<file path="config.mk">
export PLATFORM = sky130hd
export DESIGN_NAME = nes_bus_ctrl_flat
export DESIGN_NICKNAME = d
export VERILOG_FILES = /design/src/rtl/nes_bus_pkg.sv /design/src/rtl/nes_bus_if.sv /design/src/rtl/nes_oam_dma.sv /design/src/rtl/nes_bus_ctrl.sv /design/src/flat_wrapper.sv
export SDC_FILE = /design/constraint.sdc
export NUM_CORES = 1
export LEC_CHECK = 0
export ABC_AREA = 0
export CORE_AREA = 2 2 84 86
export DETAILED_ROUTE_END_ITERATION = 16
export DIE_AREA = 0 0 86 88
export GPL_TIMING_DRIVEN = 0
export HOLD_SLACK_MARGIN = 0.08
export MAX_ROUTING_LAYER = met4
export PLACE_DENSITY = 0.67
export RECOVER_POWER = 25
export SETUP_SLACK_MARGIN = 0.3
export SLEW_MARGIN = 20
export SYNTH_ARGS = -nofsm -noshare
export SYNTH_HDL_FRONTEND = slang
export SYNTH_HIERARCHICAL = 1
export SYNTH_SLANG_ARGS = --single-unit
</file>
<file path="constraint.sdc">
create_clock -name CLK -period 4 [get_ports CLK]
set_clock_uncertainty 0.2 [all_clocks]
set_input_delay 0.8 -clock CLK [delete_from_list [all_inputs] [get_ports CLK]]
set_output_delay 0.8 -clock CLK [all_outputs]
set_load 0.02 [all_outputs]
</file>
<file path="src/rtl/nes_bus_pkg.sv">
// Shared types and address map for the NES CPU-side bus controller.
package nes_bus_pkg;

    typedef enum logic [1:0] {
        REG_RAM,
        REG_PPU,
        REG_IO,
        REG_CART
    } region_t;

    typedef enum logic [2:0] {
        ST_IDLE,
        ST_HALT,
        ST_ALIGN,
        ST_READ,
        ST_WRITE
    } dma_state_t;

    localparam logic [15:0] PPU_BASE       = 16'h2000;
    localparam logic [15:0] IO_BASE        = 16'h4000;
    localparam logic [15:0] DMA_REG_ADDR   = 16'h4014;
    localparam logic [15:0] CART_BASE_ADDR = 16'h4020;

endpackage

</file>
<file path="src/rtl/nes_bus_if.sv">
// CPU, slave and status signals of the NES bus controller.
// The slave modport is the controller's view, master is the CPU/memory side.
interface nes_bus_if #(
    parameter int ADDR_W = 16,
    parameter int DATA_W = 8,
    parameter int RAM_AW = 11,
    parameter int PPU_AW = 3
);
    logic [ADDR_W-1:0] CPU_ADDR;
    logic [DATA_W-1:0] CPU_DATA_OUT;
    logic              CPU_RW_n;
    logic [DATA_W-1:0] CPU_DATA_IN;
    logic              CPU_ENABLE;
    logic [RAM_AW-1:0] RAM_ADDR;
    logic [DATA_W-1:0] RAM_DATA_IN;
    logic              RAM_WREN;
    logic              RAM_RDEN;
    logic [DATA_W-1:0] RAM_DATA_OUT;
    logic [PPU_AW-1:0] PPU_ADDR;
    logic [DATA_W-1:0] PPU_DATA_IN;
    logic              PPU_WREN;
    logic              PPU_RDEN;
    logic [DATA_W-1:0] PPU_DATA_OUT;
    logic [ADDR_W-1:0] CART_ADDR;
    logic              CART_RDEN;
    logic [DATA_W-1:0] CART_DATA_OUT;
    logic              DMA_BUSY;

    modport slave (
        input  CPU_ADDR, CPU_DATA_OUT, CPU_RW_n,
        input  RAM_DATA_OUT, PPU_DATA_OUT, CART_DATA_OUT,
        output CPU_DATA_IN, CPU_ENABLE,
        output RAM_ADDR, RAM_DATA_IN, RAM_WREN, RAM_RDEN,
        output PPU_ADDR, PPU_DATA_IN, PPU_WREN, PPU_RDEN,
        output CART_ADDR, CART_RDEN, DMA_BUSY
    );

    modport master (
        output CPU_ADDR, CPU_DATA_OUT, CPU_RW_n,
        output RAM_DATA_OUT, PPU_DATA_OUT, CART_DATA_OUT,
        input  CPU_DATA_IN, CPU_ENABLE,
        input  RAM_ADDR, RAM_DATA_IN, RAM_WREN, RAM_RDEN,
        input  PPU_ADDR, PPU_DATA_IN, PPU_WREN, PPU_RDEN,
        input  CART_ADDR, CART_RDEN, DMA_BUSY
    );
endinterface

</file>
<file path="src/rtl/nes_oam_dma.sv">
// OAM DMA engine: halts the CPU and copies one page into the PPU OAM data register.
module nes_oam_dma
    import nes_bus_pkg::*;
#(
    parameter int                 ADDR_W       = 16,
    parameter int                 DATA_W       = 8,
    parameter int                 PPU_AW       = 3,
    parameter logic [ADDR_W-1:0]  DMA_REG      = DMA_REG_ADDR,
    parameter logic [PPU_AW-1:0]  OAM_DATA_IDX = 3'd4,
    parameter int                 DMA_LEN      = 256
) (
    input  logic              clk,
    input  logic              rst_n,
    input  logic              cpu_wr,
    input  logic [ADDR_W-1:0] cpu_addr,
    input  logic [DATA_W-1:0] cpu_wdata,
    output logic [ADDR_W-1:0] dma_addr,
    output logic              dma_rd,
    output logic              dma_wr,
    output logic              dma_own,
    output logic              cpu_enable,
    output logic              dma_busy
);
    localparam int IDX_W = $clog2(DMA_LEN);

    dma_state_t        state, state_nxt;
    logic              parity;
    logic              trig_p1;
    logic              trig_hit;
    logic [DATA_W-1:0] page;
    logic [IDX_W-1:0]  idx;

    // Only one trigger is accepted per idle period; later writes are dropped.
    assign trig_hit = cpu_wr && (cpu_addr == DMA_REG) && (state == ST_IDLE) && !trig_p1;

    always_ff @(posedge clk or negedge rst_n) begin
        if (!rst_n) state <= ST_IDLE;
        else        state <= state_nxt;
    end

    always_ff @(posedge clk or negedge rst_n) begin
        if (!rst_n) begin
            parity  <= 1'b0;
            trig_p1 <= 1'b0;
            page    <= '0;
            idx     <= '0;
        end else begin
            parity  <= ~parity;
            trig_p1 <= trig_hit;
            if (trig_hit)
                page <= cpu_wdata;
            if (state == ST_IDLE && state_nxt == ST_HALT)
                idx <= '0;
            else if (state == ST_WRITE)
                idx <= idx + 1'b1;
        end
    end

    always_comb begin
        state_nxt = state;
        case (state)
            ST_IDLE:  if (trig_p1) state_nxt = ST_HALT;
            ST_HALT:  state_nxt = parity ? ST_ALIGN : ST_READ;
            ST_ALIGN: state_nxt = ST_READ;
            ST_READ:  state_nxt = ST_WRITE;
            ST_WRITE: state_nxt = (idx == IDX_W'(DMA_LEN - 1)) ? ST_IDLE : ST_READ;
            default:  state_nxt = ST_IDLE;
        endcase
    end

    always_comb begin
        dma_addr   = '0;
        dma_rd     = 1'b0;
        dma_wr     = 1'b0;
        dma_own    = 1'b0;
        cpu_enable = 1'b0;
        dma_busy   = 1'b1;
        case (state)
            ST_IDLE: begin
                cpu_enable = 1'b1;
                dma_busy   = 1'b0;
            end
            ST_HALT: ;
            ST_ALIGN: dma_own = 1'b1;
            ST_READ: begin
                dma_own  = 1'b1;
                dma_rd   = 1'b1;
                dma_addr = ADDR_W'({page, idx});
            end
            ST_WRITE: begin
                dma_own  = 1'b1;
                dma_wr   = 1'b1;
                dma_addr = ADDR_W'(PPU_BASE) | ADDR_W'(OAM_DATA_IDX);
            end
            default: begin
                cpu_enable = 1'b1;
                dma_busy   = 1'b0;
            end
        endcase
    end

endmodule

</file>
<file path="src/rtl/nes_bus_ctrl.sv">
// NES CPU-side bus controller: address decode, mirroring, read return and OAM DMA.
// Define NES_BUS_OPEN_BUS_EN to keep an open-bus latch; otherwise unmapped reads return 8'hAA.
module nes_bus_ctrl
    import nes_bus_pkg::*;
#(
    parameter int                ADDR_W       = 16,
    parameter int                DATA_W       = 8,
    parameter int                RAM_AW       = 11,
    parameter int                PPU_AW       = 3,
    parameter logic [ADDR_W-1:0] CART_BASE    = CART_BASE_ADDR,
    parameter logic [ADDR_W-1:0] DMA_REG      = DMA_REG_ADDR,
    parameter logic [PPU_AW-1:0] OAM_DATA_IDX = 3'd4,
    parameter int                DMA_LEN      = 256
) (
    input  logic    CLK,
    input  logic    RESET_n,
    nes_bus_if.slave bus
);
    logic [ADDR_W-1:0] m_addr, dma_addr;
    logic [DATA_W-1:0] m_wdata, rdata, ob_val;
    logic              m_rd, m_wr, dma_rd, dma_wr, dma_own, cpu_wr;
    region_t           m_reg, sel_p1;
    logic              vld_p1;

    function automatic region_t decode(input logic [ADDR_W-1:0] a);
        if (a < ADDR_W'(PPU_BASE))     return REG_RAM;
        else if (a < ADDR_W'(IO_BASE)) return REG_PPU;
        else if (a < CART_BASE)        return REG_IO;
        else                           return REG_CART;
    endfunction

    assign cpu_wr = !dma_own && !bus.CPU_RW_n;

    nes_oam_dma #(
        .ADDR_W       (ADDR_W),
        .DATA_W       (DATA_W),
        .PPU_AW       (PPU_AW),
        .DMA_REG      (DMA_REG),
        .OAM_DATA_IDX (OAM_DATA_IDX),
        .DMA_LEN      (DMA_LEN)
    ) u_dma (
        .clk        (CLK),
        .rst_n      (RESET_n),
        .cpu_wr     (cpu_wr),
        .cpu_addr   (bus.CPU_ADDR),
        .cpu_wdata  (bus.CPU_DATA_OUT),
        .dma_addr   (dma_addr),
        .dma_rd     (dma_rd),
        .dma_wr     (dma_wr),
        .dma_own    (dma_own),
        .cpu_enable (bus.CPU_ENABLE),
        .dma_busy   (bus.DMA_BUSY)
    );

    // DMA writes forward the byte returned by its preceding read.
    always_comb begin
        if (dma_own) begin
            m_addr  = dma_addr;
            m_rd    = dma_rd;
            m_wr    = dma_wr;
            m_wdata = rdata;
        end else begin
            m_addr  = bus.CPU_ADDR;
            m_rd    = bus.CPU_RW_n;
            m_wr    = !bus.CPU_RW_n;
            m_wdata = bus.CPU_DATA_OUT;
        end
        m_reg = decode(m_addr);
    end

    assign bus.RAM_ADDR    = m_addr[RAM_AW-1:0];
    assign bus.RAM_DATA_IN = m_wdata;
    assign bus.RAM_WREN    = m_wr && (m_reg == REG_RAM);
    assign bus.RAM_RDEN    = m_rd && (m_reg == REG_RAM);
    assign bus.PPU_ADDR    = m_addr[PPU_AW-1:0];
    assign bus.PPU_DATA_IN = m_wdata;
    assign bus.PPU_WREN    = m_wr && (m_reg == REG_PPU);
    assign bus.PPU_RDEN    = m_rd && (m_reg == REG_PPU);
    assign bus.CART_ADDR   = m_addr;
    assign bus.CART_RDEN   = m_rd && (m_reg == REG_CART);

    // Stage p1: region of the access whose slave data returns this cycle.
    always_ff @(posedge CLK or negedge RESET_n) begin
        if (!RESET_n) begin
            sel_p1 <= REG_IO;
            vld_p1 <= 1'b0;
        end else begin
            sel_p1 <= m_reg;
            vld_p1 <= m_rd;
        end
    end

`ifdef NES_BUS_OPEN_BUS_EN
    logic [DATA_W-1:0] open_bus;

    always_ff @(posedge CLK or negedge RESET_n) begin
        if (!RESET_n)    open_bus <= '0;
        else if (cpu_wr) open_bus <= bus.CPU_DATA_OUT;
        else if (vld_p1) open_bus <= rdata;
    end

    assign ob_val = open_bus;
`else
    assign ob_val = DATA_W'(8'hAA);
`endif

    // Cycles without a returning read present zero rather than stale slave data.
    always_comb begin
        rdata = '0;
        if (vld_p1) begin
            case (sel_p1)
                REG_RAM:  rdata = bus.RAM_DATA_OUT;
                REG_PPU:  rdata = bus.PPU_DATA_OUT;
                REG_CART: rdata = bus.CART_DATA_OUT;
                default:  rdata = ob_val;
            endcase
        end
    end

    assign bus.CPU_DATA_IN = rdata;

endmodule

</file>
<file path="src/flat_wrapper.sv">
// flat-port wrapper written by rule: the top's interface ports become plain ports
module nes_bus_ctrl_flat import nes_bus_pkg::*;
#(
    parameter int                ADDR_W       = 16,
    parameter int                DATA_W       = 8,
    parameter int                RAM_AW       = 11,
    parameter int                PPU_AW       = 3,
    parameter logic [ADDR_W-1:0] CART_BASE    = CART_BASE_ADDR,
    parameter logic [ADDR_W-1:0] DMA_REG      = DMA_REG_ADDR,
    parameter logic [PPU_AW-1:0] OAM_DATA_IDX = 3'd4,
    parameter int                DMA_LEN      = 256
)
  (CLK, RESET_n, bus_CPU_ADDR, bus_CPU_DATA_OUT, bus_CPU_RW_n, bus_RAM_DATA_OUT, bus_PPU_DATA_OUT, bus_CART_DATA_OUT, bus_CPU_DATA_IN, bus_CPU_ENABLE, bus_RAM_ADDR, bus_RAM_DATA_IN, bus_RAM_WREN, bus_RAM_RDEN, bus_PPU_ADDR, bus_PPU_DATA_IN, bus_PPU_WREN, bus_PPU_RDEN, bus_CART_ADDR, bus_CART_RDEN, bus_DMA_BUSY);
  nes_bus_if #(.ADDR_W(ADDR_W), .DATA_W(DATA_W), .RAM_AW(RAM_AW), .PPU_AW(PPU_AW)) bus_i ();
  input  logic CLK;
  input  logic RESET_n;
  input wire logic [$bits(bus_i.CPU_ADDR)-1:0] bus_CPU_ADDR;
  input wire logic [$bits(bus_i.CPU_DATA_OUT)-1:0] bus_CPU_DATA_OUT;
  input wire logic [$bits(bus_i.CPU_RW_n)-1:0] bus_CPU_RW_n;
  input wire logic [$bits(bus_i.RAM_DATA_OUT)-1:0] bus_RAM_DATA_OUT;
  input wire logic [$bits(bus_i.PPU_DATA_OUT)-1:0] bus_PPU_DATA_OUT;
  input wire logic [$bits(bus_i.CART_DATA_OUT)-1:0] bus_CART_DATA_OUT;
  output wire logic [$bits(bus_i.CPU_DATA_IN)-1:0] bus_CPU_DATA_IN;
  output wire logic [$bits(bus_i.CPU_ENABLE)-1:0] bus_CPU_ENABLE;
  output wire logic [$bits(bus_i.RAM_ADDR)-1:0] bus_RAM_ADDR;
  output wire logic [$bits(bus_i.RAM_DATA_IN)-1:0] bus_RAM_DATA_IN;
  output wire logic [$bits(bus_i.RAM_WREN)-1:0] bus_RAM_WREN;
  output wire logic [$bits(bus_i.RAM_RDEN)-1:0] bus_RAM_RDEN;
  output wire logic [$bits(bus_i.PPU_ADDR)-1:0] bus_PPU_ADDR;
  output wire logic [$bits(bus_i.PPU_DATA_IN)-1:0] bus_PPU_DATA_IN;
  output wire logic [$bits(bus_i.PPU_WREN)-1:0] bus_PPU_WREN;
  output wire logic [$bits(bus_i.PPU_RDEN)-1:0] bus_PPU_RDEN;
  output wire logic [$bits(bus_i.CART_ADDR)-1:0] bus_CART_ADDR;
  output wire logic [$bits(bus_i.CART_RDEN)-1:0] bus_CART_RDEN;
  output wire logic [$bits(bus_i.DMA_BUSY)-1:0] bus_DMA_BUSY;
  assign bus_i.CPU_ADDR = bus_CPU_ADDR;
  assign bus_i.CPU_DATA_OUT = bus_CPU_DATA_OUT;
  assign bus_i.CPU_RW_n = bus_CPU_RW_n;
  assign bus_i.RAM_DATA_OUT = bus_RAM_DATA_OUT;
  assign bus_i.PPU_DATA_OUT = bus_PPU_DATA_OUT;
  assign bus_i.CART_DATA_OUT = bus_CART_DATA_OUT;
  assign bus_CPU_DATA_IN = bus_i.CPU_DATA_IN;
  assign bus_CPU_ENABLE = bus_i.CPU_ENABLE;
  assign bus_RAM_ADDR = bus_i.RAM_ADDR;
  assign bus_RAM_DATA_IN = bus_i.RAM_DATA_IN;
  assign bus_RAM_WREN = bus_i.RAM_WREN;
  assign bus_RAM_RDEN = bus_i.RAM_RDEN;
  assign bus_PPU_ADDR = bus_i.PPU_ADDR;
  assign bus_PPU_DATA_IN = bus_i.PPU_DATA_IN;
  assign bus_PPU_WREN = bus_i.PPU_WREN;
  assign bus_PPU_RDEN = bus_i.PPU_RDEN;
  assign bus_CART_ADDR = bus_i.CART_ADDR;
  assign bus_CART_RDEN = bus_i.CART_RDEN;
  assign bus_DMA_BUSY = bus_i.DMA_BUSY;
  nes_bus_ctrl #(.ADDR_W(ADDR_W), .DATA_W(DATA_W), .RAM_AW(RAM_AW), .PPU_AW(PPU_AW), .CART_BASE(CART_BASE), .DMA_REG(DMA_REG), .OAM_DATA_IDX(OAM_DATA_IDX), .DMA_LEN(DMA_LEN)) u_core (.CLK(CLK), .RESET_n(RESET_n), .bus(bus_i));
endmodule
</file>
==> results list, run 1 <==
* Multi-input combinational cell area: around 1300 um2
- Largest fanout on the critical path: 10
* Layout cells sized above 1: between 20 and 30%
- After detailed placement, the design holds a cell count of 415.
- The floorplan step set the die width to ~86 um.
- Fmax achieved: approximately 270 MHz
* Most used flip-flop cell after synthesis: dfrtp_1
* Async set-reset flop share out of synthesis: 100%
- Start point of the worst hold path: u_core/u_dma/parity$_DFF_PN0_
- Setup total negative slack on the finished layout was measured at 0 ns.
* Result of the run: complete, no violations
- Counting every instance in the synthesized netlist gives 224.
- Number of enable flip-flop cells after synthesis: 0
- Post-synthesis area per instance: between 9 and 10 um2
* IO Port Bufs: 111
- Overall fraction of global-route tracks in use: 17.9%
- After clock tree synthesis, the clock-pin slew on the worst setup and hold paths is 0.09 ns.
* Total wirelength of the detailed-routed design: between 6 and 7 mm
- End point of the worst hold path: u_core/u_dma/parity$_DFF_PN0_
- Reg2reg start: u_core/u_dma/state[2]$_DFF_PN0_
- Along the worst hold path, the cell count comes to 1.
- Flip-flop and latch area: 602 um2
- Final weighted congestion in routability-driven placement: 0.906
* Area share of the leading cell type in the synthesized netlist: around 28%
* Relative slew margins: 12.1%
* Layout fillers: around 640
* Per-cell routed wire length: about 16 um
- Cell depth of the worst setup path: 9
* Power Dens Cells: slightly above 700 nW/um2
* Critical register-to-register path endpoint: u_core/u_dma/page[7]$_DFFE_PN0P_
- Util after Layout: between 50% and 60%
* I/O pin total: approximately 110
- Net Count, Synth: between 200 and 300
- Once layout is complete, the cells apart from fillers number approximately 420.
- Counting both buffers and inverters, the worst setup path holds a total of 6.
* Leftover overflow at the end of global routing: 0
- Row generation in the floorplan step produced 30 rows.
* Number of register bits inferred by synthesis: 24
* Starting Density: a little under a third
- Iter 0 DRT Violations: 89
* Number of global-route vias before repair: around 2,200
* Floorplan die area: 7570 um2
* Final Hold Fails: 0
- Number of buffers inserted during clock tree synthesis: 3
- Cell types with the highest counts after synthesis: mux2_2, buf_4, dfrtp_1
* Via density per instance: 4.97
* Number of buffers inserted for hold repair after clock tree synthesis: 0
- Level count of the clock H-tree: 1
- Setup repair after global routing could not meet its margin everywhere.
- Relative to the synthesized area, the layout overhead comes to 63.1%.
* Gate family responsible for the most delay along the worst path: buffers and inverters
- Max-cap check violation count: 0
- In this design, the stage delay of the slowest critical-path cell is between 0.4 and 0.5 ns.
* Total number of vias: roughly 2,100
- YS warnings: 6
- Required time of the critical path: approximately 3.0 ns
- The critical path goes through buf_4 > or3b_1 > clkbuf_8 > o21ai_4 > buf_6 > buf_6 > mux2_2 > buf_4 > dlygate4sd2_1.
- The clock passes through at most 2 buffers.
- Register-to-register setup slack: between 1 and 1.5 ns
- STA classifies the critical path endpoint as an output port.
- Register area share after synthesis: between 20 and 30%
- Worst IR drop on VDD: 0.000301 V
- Number of antenna violations at the first check in global routing: 0
- Global-route wire length before repair: 10.5 mm
- Clock sinks: 24
* HPWL after detailed placement: 5.27 mm
- Count of distinct cell types in the synthesized netlist: 40
- In this run the remaining antenna-violating nets after routing total 0.
- Area of the core region: about 6600 um2
- Max Transition Viols Final: 0
- Die height: around 90 um
- Class of the most critical setup path: reg2out
* Synth top area cells: dfrtp_1, mux2_2, buf_4
- Pwr Total: about 0.0025 W
* Netlist area before placement: around 2100 um2
- The pre-antenna-repair detailed-routing pass consisted of 4 iterations.
- R2R cell count: 12
- For the worst setup path, the data arrival time is 2.71 ns.
* Least-Margin Pin Slew: roughly 1.3 ns
- The tree is rooted in a clkbuf_8.
* Leakage power figure: about 1.6 nW
- The later pin in the worst-skew pair is clocked with a latency of 0.27 ns.
- Final setup violation count: 0
- The largest total area in the synthesized netlist belongs to dfrtp_1.
* Post-layout net count: between 300 and 400
- The smallest clock period supported by the final layout is computed as roughly 3.7 ns.
- TritonCTS built the clock tree.
* Cell with the largest stage delay on the worst path: or3b_1
* DRC violation count after routing: 0
- Setup crit start kind: flip-flop
- Maximum number of pins on one net before global-route repair: 25
- Part of the cycle the worst path needs: 92.7%
* Antenna cell count: 0
- The most common cell in the synthesized netlist is mux2_2.
* Type of the worst min-delay path: reg2reg
==> state kept, by name (all words and copies together) (netlist names) <==
signal / cells
u_core/u_dma/trig_p1: 1
u_core/sel_p1: 2
u_core/u_dma/page: 8
u_core/u_dma/state: 3
u_core/vld_p1: 1
u_core/u_dma/idx: 8
u_core/u_dma/parity: 1
==> stage by stage <==
step / hold WS [ns] / setup WS [ns] / cell area, um2
finish: 0.225 / 0.292 / 3380
CTS: 0.232 / 0.272 / 3370
global placement: 0.213 / -0.0968 / 3280
floorplan: 0.189 / 0.542 / 2070
global route: 0.245 / 0.162 / 3380
detailed placement: 0.219 / -0.0835 / 3280
==> layout make-up <==
cell class,instances,share of cell area (%)
Buffer,33,7.92
Clock buffer,3,1.22
Clock inverter,1,0.889
Inverter,6,0.666
Multi-Input combinational cell,161,37.0
Sequential cell,24,17.8
Tap cell,80,2.96
Timing Repair Buffer,113,31.5
==> kinds of logic (layout without fill, tap and decap cells) <==
| family | count (synthesis) | after routing | synth area share (%) |
|---|---|---|---|
| simple gates | 82 | 82 | 21.7 |
| mux | 41 | 41 | 23.8 |
| buf+inv | 39 | 156 | 12.7 |
| compound gates | 34 | 34 | 10.9 |
| flops | 24 | 24 | 29.0 |
| xor+xnor | 3 | 3 | 1.27 |
| fa+ha+maj | 1 | 1 | 0.604 |
==> routing by layer <==
layer	GRT usage (%)	vias to the layer above	wire (um)
met5	-	-	0
met4	4.91	0	51
met3	1.32	4	449
met2	29.8	86	3280
met1	23.5	982	3050
li1	-	1021	-
==> worst reg2reg max path, cell delays in order, from the launching register on <==
cell,delay (ns)
dfrtp_1,0.38
buf_6,0.14
or3b_1,0.25
clkbuf_8,0.21
o21ai_4,0.08
buf_6,0.14
buf_6,0.15
nor2_1,0.18
nand2_1,0.13
nor4_2,0.15
and4_1,0.24
buf_6,0.17
mux2_4,0.31
==> where the power goes <==
part           internal (W)  switching (W)  leakage, nW  total, W
Sequential         0.000291      0.0000524        0.316  0.000343
Combinational      0.000915       0.000981         1.20   0.00190
Clock              0.000134      0.0000832       0.0357  0.000217
Total               0.00134        0.00112         1.55   0.00246
==> worst max-delay path by stage <==
stage	from	to	slack (ns)
after floorplan	u_core/u_dma/state[0]$_DFF_PN0_	bus_RAM_RDEN	0.54
after global placement	u_core/u_dma/state[0]$_DFF_PN0_	bus_PPU_ADDR[0]	-0.1
after detailed placement	u_core/u_dma/state[0]$_DFF_PN0_	bus_RAM_ADDR[0]	-0.08
after CTS	u_core/u_dma/state[0]$_DFF_PN0_	bus_RAM_RDEN	0.27
after global routing	u_core/u_dma/state[0]$_DFF_PN0_	bus_RAM_RDEN	0.16
final	u_core/u_dma/state[0]$_DFF_PN0_	bus_PPU_ADDR[1]	0.29
==> cell usage in the layout, fill, tap and decap left out, types with 2 or more instances in the layout <==
master / n
o21ai_0: 17
nand3_1: 6
inv_1: 6
buf_2: 3
nor2_1: 11
clkbuf_2: 3
clkdlybuf4s50_1: 66
nor3_1: 4
nand4_1: 3
clkbuf_8: 4
mux2i_1: 4
dlygate4sd2_1: 39
o31ai_1: 2
a31oi_1: 3
buf_6: 6
nor4b_1: 2
mux2_4: 10
mux2_2: 26
nor2_2: 2
buf_4: 24
nor4_1: 7
o221a_2: 3
nand2_1: 19
dfrtp_1: 23
xnor2_1: 2
and2_1: 18
==> what timing repair did <==
action | 4_1_cts | 5_1_grt
gates cloned | 0 | 0
hold endpoints to repair | 0 | 0
buffers inserted | 2 | 0
setup endpoints to repair | 51 | 23
resized for setup | 68 | 13
(Power assumes the default switching activity.)
==> run 2: changes to the inputs <==
GPL_TIMING_DRIVEN = 1   (was 0)
==> results list, run 2 (same netlist as run 1, synthesis figures left out) <==
- Measured on the finished design, the core utilization comes to approximately 48%.
- Class of the most critical setup path: reg2out
* Post-route antenna net violation count: 0
- Setup total negative slack on the finished layout was measured at 0 ns.
* Global-route wire length before repair: a little under 10 mm
* Number of antenna violations at the first check in global routing: 0
- The first routing iteration left 72 violations.
- From synthesis to final layout, the design area changed by 53.8%.
* Area of the core region: roughly 6600 um2
- IO Port Bufs: about 110
- Clock tree synthesis inserted a total of 3 buffers.
* Per-cell routed wire length: between 15 and 20 um
- The min-delay analysis places its worst path in the category reg2reg.
* Worst IR drop on VDD: approximately 0.00036 V
* Number of global-route vias before repair: around 2,000
- The cell sitting at the root of the clock tree is a clkbuf_8.
- Using the TritonRoute via totals, the vias-per-cell ratio works out to 5.07.
- CTS built an H-tree with a depth of 1.
- Total wirelength of the detailed-routed design: approximately 6.3 mm
* Clock slew at the register clock pins of the worst setup and hold paths: ~0.080 ns
* Highest-count cells in the layout ignoring fill and taps: clkdlybuf4s50_1, mux2_2, dfrtp_1
- Max-cap violations in this run came to 0.
- Detailed routing inserted a total of 1,992 vias.
- Largest fanout on the critical path: 12
- Counting I/O delays and the setup requirement, the final critical path takes between 3 and 4 ns.
* TritonCTS clock tree: done
- Floorplan die area: around 7600 um2
- The clock drives 24 sinks.
* Overall fraction of global-route tracks in use: between 15 and 20%
- After global routing the overflow that remains totals 0.
- Least-Margin Pin Slew: around 1.3 ns
- STA puts the critical path data required time at ~3 ns.
- For this run, the detailed router's first-pass iteration total came to 4.
* DRC violation count after routing: 0
- After clock tree synthesis, the flow added hold-fix buffers numbering 0.
- In this run the count of I/O pins placed on the die edge is between 100 and 150.
- The hold violation total from the final report is 0.
- Cells with a size suffix above 1 make up 18.5% of the layout.
- The floorplan step set the die width to between 80 and 90 um.
- The net count of the finished layout is roughly 370.
- RSZ-0062 raised after global routing: true
- Counting along the longest clock path gives a buffer depth of 2.
- At the later pin of the worst-skew pair, clock insertion delay measures around 0.27 ns.
- Max Transition Viols Final: 0
- STA classifies the critical path startpoint as a flip-flop.
- Power spread over the standard cell area amounts to ~740 nW/um2.
* Starting Density: a little under a third
* HPWL after detailed placement: between 5 and 6 mm
- Prior to clock tree synthesis, the placed netlist has a worst setup slack of 0.331 ns.
* Pwr Total: between 0.002 and 0.0025 W
* Final weighted congestion in routability-driven placement: approximately 0.91
* Result of the run: complete, no violations
- Area of placed instances: between 3000 and 4000 um2
- Fmax achieved: between 200 and 300 MHz
- Setup violations remaining at the end of the flow were counted as 0.
* Leakage power figure: about 1.3 nW
- Kind of end point of the critical path: output port
- The largest registers in the layout are u_core/u_dma/idx x8, u_core/u_dma/page x8, u_core/u_dma/state x3.
- Most common cell after layout, fill and taps aside: clkdlybuf4s50_1
- The die is around 88 um tall.
- The final critical path takes up 91.3% of the cycle.
* Summed area of non-filler cells in the final layout: 3190 um2
- Maximum number of pins on one net before global-route repair: 25
- In the post-route analysis, the smallest setup slack over all paths is between 0.3 and 0.4 ns.
- For the worst setup path, the data arrival time is 2.65 ns.
* Placement row count: 30
* Relative slew margins: 13.3%
- The repair_antennas step left the layout with diodes totalling 0.
[run 2: final cells by class]
| class | instances | area [um2] |
|---|---|---|
| Fill cell | 638 | 3460 |
| Multi-Input combinational cell | 161 | 1230 |
| Timing Repair Buffer | 118 | 1150 |
| Sequential cell | 24 | 604 |
| Tap cell | 80 | 100 |
| Clock buffer | 3 | 41.3 |
| Clock inverter | 1 | 30.0 |
| Inverter | 6 | 22.5 |
[run 2: timing repair]
action,CTS,global route
gates resized for setup,7,4
endpoints found under the setup margin,35,32
buffers inserted,0,2
[run 2: worst paths after layout]
kind	end	startpoint	cells past startpoint	slack, ns
setup / recovery	bus_CART_RDEN	u_core/u_dma/state[0]$_DFF_PN0_	7	0.35
hold / removal	u_core/u_dma/parity$_DFF_PN0_	u_core/u_dma/parity$_DFF_PN0_	1	0.23
setup reg to reg	u_core/u_dma/page[3]$_DFFE_PN0P_	u_core/u_dma/state[2]$_DFF_PN0_	8	1.18
hold reg to reg	u_core/u_dma/parity$_DFF_PN0_	u_core/u_dma/parity$_DFF_PN0_	1	0.23
max in group asynchronous	u_core/u_dma/state[2]$_DFF_PN0_	RESET_n	1	2.15
min in group asynchronous	u_core/u_dma/parity$_DFF_PN0_	RESET_n	1	0.60
[run 2: metal layers]
layer  vias up  track usage [%]  wire length [um]
li1        967                -                 -
met4         0             2.16                41
met3         4             2.17               318
met1       946             22.6              2850
met5         -                -                 0
met2        75             28.1              3120
[run 2: metrics by stage]
step	hold WS, ns	std cells
after global routing	0.256	393
after floorplan	0.189	224
final	0.227	393
after global placement	0.214	387
after CTS	0.232	391
after detailed placement	0.218	387
[run 2: power breakdown]
group / total [W] / internal, W / leakage [nW] / switching [W]
logic: 0.00172 / 0.000864 / 0.991 / 0.000859
registers: 0.000407 / 0.000293 / 0.313 / 0.000114
clock network: 0.000213 / 0.000134 / 0.0357 / 0.0000794
[run 2: worst max-delay path: stages (launching register included)]
cell	delay [ns]
dfrtp_1	0.47
or3b_1	0.48
o21ai_4	0.19
mux2_2	0.41
o31a_1	0.32
inv_1	0.08
o22ai_1	0.09
dlygate4sd2_1	0.34
